<file path="src/rtl/cdma_gold_spreader_pkg.sv">
// cdma_pkg: shared defaults, TX state encoding and sizing helpers for the Gold-code spreader.
package cdma_pkg;
    localparam logic [4:0]  DEF_TAPS1 = 5'b11110;
    localparam logic [4:0]  DEF_TAPS2 = 5'b10010;
    localparam logic [31:0] DEF_SEED  = '1;
    typedef enum logic {TX_IDLE, TX_ACTIVE} tx_state_e;
    function automatic int sf_of(input int w);
        return (1 << w) - 1;
    endfunction
    function automatic int cnt_w(input int sf);
        return $clog2(sf + 1);
    endfunction
endpackage

</file>
<file path="src/rtl/cdma_gold_spreader_lfsr.sv">
// cdma_lfsr: Fibonacci LFSR that steps on enable, reloads from a seed, and exposes its MSB.
module cdma_lfsr
    import cdma_pkg::*;
#(
    parameter int             W        = 5,
    parameter logic [W-1:0]   TAPS     = W'(DEF_TAPS1),
    parameter logic [W-1:0]   RST_SEED = W'(DEF_SEED)
) (
    input  logic         clk_i,
    input  logic         rst_i,
    input  logic         en_i,
    input  logic         load_i,
    input  logic [W-1:0] seed_i,
    output logic         msb_o
);
    logic [W-1:0] r;
    always_ff @(posedge clk_i) begin
        if (rst_i) r <= RST_SEED;
        else if (load_i) r <= seed_i;
        else if (en_i) r <= {r[W-2:0], ^(r & TAPS)};
    end
    assign msb_o = r[W-1];
endmodule

</file>
<file path="src/rtl/cdma_gold_spreader.sv">
// cdma_gold_spreader: multi-channel Gold-code spreader with symbol framing and valid/ready input.
// Define CDMA_CORR_EN to add the per-channel majority-vote despreading correlator.
module cdma_gold_spreader
    import cdma_pkg::*;
#(
    parameter int           W        = 5,
    parameter int           N_CH     = 2,
    parameter logic [W-1:0] TAPS1    = W'(DEF_TAPS1),
    parameter logic [W-1:0] TAPS2    = W'(DEF_TAPS2),
    parameter logic [W-1:0] RST_SEED = W'(DEF_SEED)
) (
    input  logic              clk_i,
    input  logic              rst_i,
    input  logic              chip_en_i,
    input  logic              load_i,
    input  logic [W-1:0]      seed1_i,
    input  logic [N_CH*W-1:0] seed2_i,
    output logic              seed_err_o,
    input  logic [N_CH-1:0]   tx_valid_i,
    input  logic [N_CH-1:0]   tx_data_i,
    output logic [N_CH-1:0]   tx_ready_o,
    output logic [N_CH-1:0]   gold_o,
    output logic [N_CH-1:0]   chip_o,
    output logic              sym_start_o,
    input  logic [N_CH-1:0]   rx_chip_i,
    output logic [N_CH-1:0]   rx_valid_o,
    output logic [N_CH-1:0]   rx_data_o
);
    localparam int           SF   = sf_of(W);
    localparam logic [W-1:0] LAST = W'(SF - 1);

    logic            load_ok, bnd, l1;
    logic [N_CH-1:0] l2;
    logic [W-1:0]    chip_cnt;
    tx_state_e       st_q [N_CH];
    tx_state_e       st_d [N_CH];
    logic [N_CH-1:0] buf_full_q, buf_full_d, buf_bit_q, buf_bit_d;
    logic [N_CH-1:0] act_bit_q, act_bit_d, chip_q, chip_d;

    always_comb begin
        seed_err_o = (seed1_i == '0);
        for (int k = 0; k < N_CH; k++) seed_err_o = seed_err_o | (seed2_i[k*W +: W] == '0);
    end

    // A load with a zero seed would lock an LFSR at zero, so it is dropped as a whole.
    assign load_ok = load_i && !seed_err_o;
    assign bnd     = chip_en_i && !load_ok && chip_cnt == LAST;

    cdma_lfsr #(.W(W), .TAPS(TAPS1), .RST_SEED(RST_SEED)) u_lfsr1 (
        .clk_i(clk_i), .rst_i(rst_i), .en_i(chip_en_i), .load_i(load_ok),
        .seed_i(seed1_i), .msb_o(l1)
    );

    for (genvar g = 0; g < N_CH; g++) begin : g_ch
        cdma_lfsr #(.W(W), .TAPS(TAPS2), .RST_SEED(RST_SEED)) u_lfsr2 (
            .clk_i(clk_i), .rst_i(rst_i), .en_i(chip_en_i), .load_i(load_ok),
            .seed_i(seed2_i[g*W +: W]), .msb_o(l2[g])
        );
    end

    assign gold_o     = {N_CH{l1}} ^ l2;
    assign tx_ready_o = ~buf_full_q;
    assign chip_o     = chip_q;

    always_ff @(posedge clk_i) begin
        if (rst_i) begin
            chip_cnt    <= '0;
            sym_start_o <= 1'b0;
        end else begin
            sym_start_o <= bnd;
            if (load_ok) chip_cnt <= '0;
            else if (chip_en_i) chip_cnt <= bnd ? '0 : chip_cnt + 1'b1;
        end
    end

    always_comb begin
        for (int k = 0; k < N_CH; k++) begin
            st_d[k]       = st_q[k];
            buf_full_d[k] = buf_full_q[k];
            buf_bit_d[k]  = buf_bit_q[k];
            act_bit_d[k]  = act_bit_q[k];
            chip_d[k]     = chip_q[k];
            if (load_ok) begin
                st_d[k]       = TX_IDLE;
                buf_full_d[k] = 1'b0;
                act_bit_d[k]  = 1'b0;
                chip_d[k]     = 1'b0;
            end else begin
                if (chip_en_i) chip_d[k] = (st_q[k] == TX_ACTIVE) && (act_bit_q[k] ^ gold_o[k]);
                if (bnd) begin
                    st_d[k]       = buf_full_q[k] ? TX_ACTIVE : TX_IDLE;
                    act_bit_d[k]  = buf_full_q[k] ? buf_bit_q[k] : act_bit_q[k];
                    buf_full_d[k] = 1'b0;
                end
            end
            // No bypass: an accepted bit always waits in the buffer for the next boundary.
            if (tx_valid_i[k] && !buf_full_q[k]) begin
                buf_full_d[k] = 1'b1;
                buf_bit_d[k]  = tx_data_i[k];
            end
        end
    end

    always_ff @(posedge clk_i) begin
        if (rst_i) begin
            for (int k = 0; k < N_CH; k++) st_q[k] <= TX_IDLE;
            buf_full_q <= '0;
            buf_bit_q  <= '0;
            act_bit_q  <= '0;
            chip_q     <= '0;
        end else begin
            for (int k = 0; k < N_CH; k++) st_q[k] <= st_d[k];
            buf_full_q <= buf_full_d;
            buf_bit_q  <= buf_bit_d;
            act_bit_q  <= act_bit_d;
            chip_q     <= chip_d;
        end
    end

`ifdef CDMA_CORR_EN
    localparam int CW = cnt_w(SF);
    logic [CW-1:0] cnt_q [N_CH];
    logic [CW-1:0] cnt_n [N_CH];

    always_comb begin
        for (int k = 0; k < N_CH; k++) cnt_n[k] = cnt_q[k] + CW'(rx_chip_i[k] ^ gold_o[k]);
    end

    // The boundary chip is folded in via cnt_n before the majority decision.
    always_ff @(posedge clk_i) begin
        if (rst_i) begin
            for (int k = 0; k < N_CH; k++) cnt_q[k] <= '0;
            rx_valid_o <= '0;
            rx_data_o  <= '0;
        end else begin
            rx_valid_o <= {N_CH{bnd}};
            for (int k = 0; k < N_CH; k++) begin
                if (load_ok) cnt_q[k] <= '0;
                else if (chip_en_i) cnt_q[k] <= bnd ? '0 : cnt_n[k];
                if (bnd) rx_data_o[k] <= cnt_n[k] > CW'(SF / 2);
            end
        end
    end
`else
    logic unused_rx;
    assign unused_rx  = ^rx_chip_i;
    assign rx_valid_o = '0;
    assign rx_data_o  = '0;
`endif
endmodule

</file>
<file path="config.mk">
export PLATFORM = sky130hd
export DESIGN_NAME = cdma_gold_spreader
export DESIGN_NICKNAME = d
export VERILOG_FILES = /design/src/rtl/cdma_gold_spreader_pkg.sv /design/src/rtl/cdma_gold_spreader_lfsr.sv /design/src/rtl/cdma_gold_spreader.sv
export SDC_FILE = /design/constraint.sdc
export NUM_CORES = 1
export LEC_CHECK = 0
export BUFFER_PORTS_ARGS = -buffer_cell sky130_fd_sc_hd__buf_2
export CORE_UTILIZATION = 40
export DETAILED_ROUTE_END_ITERATION = 16
export PLACE_DENSITY = 0.68
export SYNTH_ARGS = -nofsm -noshare
export SYNTH_HDL_FRONTEND = slang
export SYNTH_SLANG_ARGS = --single-unit
</file>
<file path="constraint.sdc">
create_clock -name clk_i -period 1.7 [get_ports clk_i]
set_input_delay 0.17 -clock clk_i [delete_from_list [all_inputs] [get_ports clk_i]]
set_output_delay 0.17 -clock clk_i [all_outputs]
set_load 0.02 [all_outputs]
</file>
==> run_results.csv <==
group,metric,value,unit
power,vdd_drop_max,0.4521,mV
placed_design,gp_congestion,0.7230,
grt,grt_pass1_wl,4781,um
critical_path,cp.required,1.92,ns
timing,finalHoldViolations,0,
power,leakage,0.0007723,uW
clock_tree,cts-htree-levels,2,
layout,seqCellArea,620.6,sq um
timing,setup_viol,0,
grt,grt_pass1_vias,1057,
grt,grt_max_degree,22,
status,status,"complete, no violations",
floorplanning,core_area,3661,sq um
placed_design,dp_cells,237,
clock_tree,max-clock-path-buffers,2,
hold_path,hold_path.class,"primary input to flop",
timing,tns,0,ns
critical_path,startpoint_type,"flop",
clock_tree,cts_tree,"yes",
logic_synthesis,ys_types,29,
layout,multi_input_area,834.6,sq um
critical_path,critPathKind,"flop to flop",
clock_tree,root_buffer,"clkbuf_8",
clock_tree,post_cts_buffers,0,
layout,layout.nets,223,
floorplanning,num_rows,22,
floorplanning,ios,37,
timing,layout_min_cycle_time,1.585,ns
logic_synthesis,synth_top_area_cell,"dfxtp_1",
power,pwr-share-seq,0.440,
floorplanning,die_y,63.75,um
power,p_clk_frac,0.419,
critical_path,path_max_fanout,8,
layout,synthToLayoutAreaGrowth,20.10,%
drt,vias,1165,
logic_synthesis,synth.most_common_cell,"dfxtp_1",
power,switchingPower,429.2,uW
clock_tree,path_clk_slew,0.06,ns
logic_synthesis,synthCells,164,
logic_synthesis,synth_commonest_cells,"dfxtp_1, nand2b_1, mux2i_1",
grt,grtUsageTotal,0.1565,
clock_tree,clk_latency,0.29,ns
drt,wl,2765,um
logic_synthesis,synth.cell_area,1525,sq um
timing,finClkSkew,0.006813,ns
grt,grt-ovfl-total,0,
layout,layout-drive-gt1-share,0.3096,
grt,antenna_found_initial,0,
logic_synthesis,yosysTopAreaCellShare,0.4069,
drt,dr.pass1.iters,3,
timing,rsz0062_at_grt,"false",
clock_tree,clock-sinks,31,
run,drv_cap,0,
power,switching_share,0.2398,
placed_design,post-dp-hpwl,2012,um
logic_synthesis,synth.area.top_cells,"dfxtp_1, mux2_2, mux2i_1, nand2b_1, xor2_1",
floorplanning,die-area,4064,sq um
floorplanning,initial_utilization,0.4166,
logic_synthesis,synth_flop_cell,"dfxtp_1",
timing,drv_slew,0,
critical_path,critPathArrivalTime,1.81,ns
drt,wl_per_cell,11.29,um
drt,routed_via_density,4.755,
layout,instances_no_fill,245,
clock_tree,hold_buffers,0,
timing,fmax,631.1,MHz
logic_synthesis,synth-seq-area-share,0.4069,
clock_tree,cts_buffers,5,
floorplanning,die_width,63.75,um
power,power.total,1790,uW
drt,drc,0,
logic_synthesis,ys_seq_elements,31,
critical_path,end_kind,"flop",
clock_tree,cts_resized,0,
placed_design,io_buffers,30,
layout,diodes,0,
drt,drtIter0Drc,48,
logic_synthesis,ys_warn_count,0,
drt,ant_nets,0,
power,p_comb_frac,0.140,
logic_synthesis,synth_edf_count,0,
power,p_int,1361,uW
logic_synthesis,avgSynthCellArea,9.300,sq um
timing,post-route-period-util,0.9321,
logic_synthesis,synth-async-reset-ratio,0,
power,power.density,977.3,nW/um^2
layout,fillCellCount,359,
[final timing paths]
kind	end	depth (start not counted)	startpoint	slack, ns
max	chip_cnt[3]	6	chip_cnt[0]	0.12
min	g_ch[1].u_lfsr2.r[0]	2	seed2_i[5]	0.10
max reg2reg	chip_cnt[3]	6	chip_cnt[0]	0.12
min reg2reg	st_q[0][0]	2	st_q[0][0]	0.46
[power by group through the flow]
stage	combinational [uW]	sequential [uW]	clock, uW
2_1_floorplan	190	799	0
3_3_place_gp	250	804	0
3_5_place_dp	253	804	0
4_1_cts	254	789	767
5_1_grt	278	794	806
6_report	251	789	751
[layout by cell type, fill, tap and decap left out, types with 4 or more instances in the layout]
cell      synthesis  routed
nand3_1           7       7
nand2b_1         14      14
mux2_2           12      12
clkbuf_8          0       6
xnor2_1           6       6
nor2_1           10      10
xor2_1            7       7
dfxtp_1          31      31
buf_2             3      30
mux2i_1          13      13
a21oi_1          11      11
buf_4             4       5
nand2_1          12      12
conb_1            1       4
[sequential cells by signal (all words and copies together) (netlist names)]
signal / flops
act_bit_q: 2
u_lfsr1.r: 5
sym_start_o: 1
buf_full_q: 2
chip_o: 2
chip_cnt: 5
g_ch.u_lfsr2.r: 10
st_q: 2
buf_bit_q: 2
[layer usage]
layer,GRT usage,routed length (um),vias up,share of wire
met1,0.1760,1319,518,0.48
met5,0,0,-,0
met4,0.06818,56,0,0.020
li1,-,-,615,-
met2,0.2527,1242,24,0.45
met3,0.07143,146,8,0.053
[cell families after synthesis]
| logic type | Yosys count | synth area share |
|---|---|---|
| AND/OR/NAND/NOR | 57 | 0.1961 |
| flip-flops | 31 | 0.4069 |
| multiplexers | 25 | 0.1739 |
| AO/OA/AOI/OAI | 19 | 0.07301 |
| buffers and inverters | 16 | 0.05660 |
| XOR/XNOR | 13 | 0.07465 |
| adder cells (fa/ha/maj) | 2 | 0.01640 |
| other | 1 | 0.002459 |
[metrics by stage]
stage	util	hold slack (ns)	setup slack, ns	instance area, sq um
floorplan	-	0.2881	0.1095	1536
global placement	0.4682	0.3870	0.01902	1714
detailed placement	0.4682	0.3936	-0.007421	1714
CTS	0.5003	0.09659	0.1077	1832
global route	0.5003	0.09744	0.04781	1832
finish	0.5003	0.1006	0.1154	1832
[area by class of cell]
cell class	instances	share of cell area
well taps	48	0.03279
inverters	3	0.006148
clock inverters	2	0.01913
repair buffers	35	0.1025
multi-input cells	120	0.4556
flip-flops and latches	31	0.3388
clock buffers	6	0.04508
[worst max-delay path, cell delays in order (launching register included)]
cell and delay [ns]:
dfxtp_1 0.33, inv_1 0.04, ha_1 0.18, and3_1 0.18, and3_1 0.26, or3_1 0.41, nor2_1 0.12
Note: power is estimated with default switching activity, not from simulation.
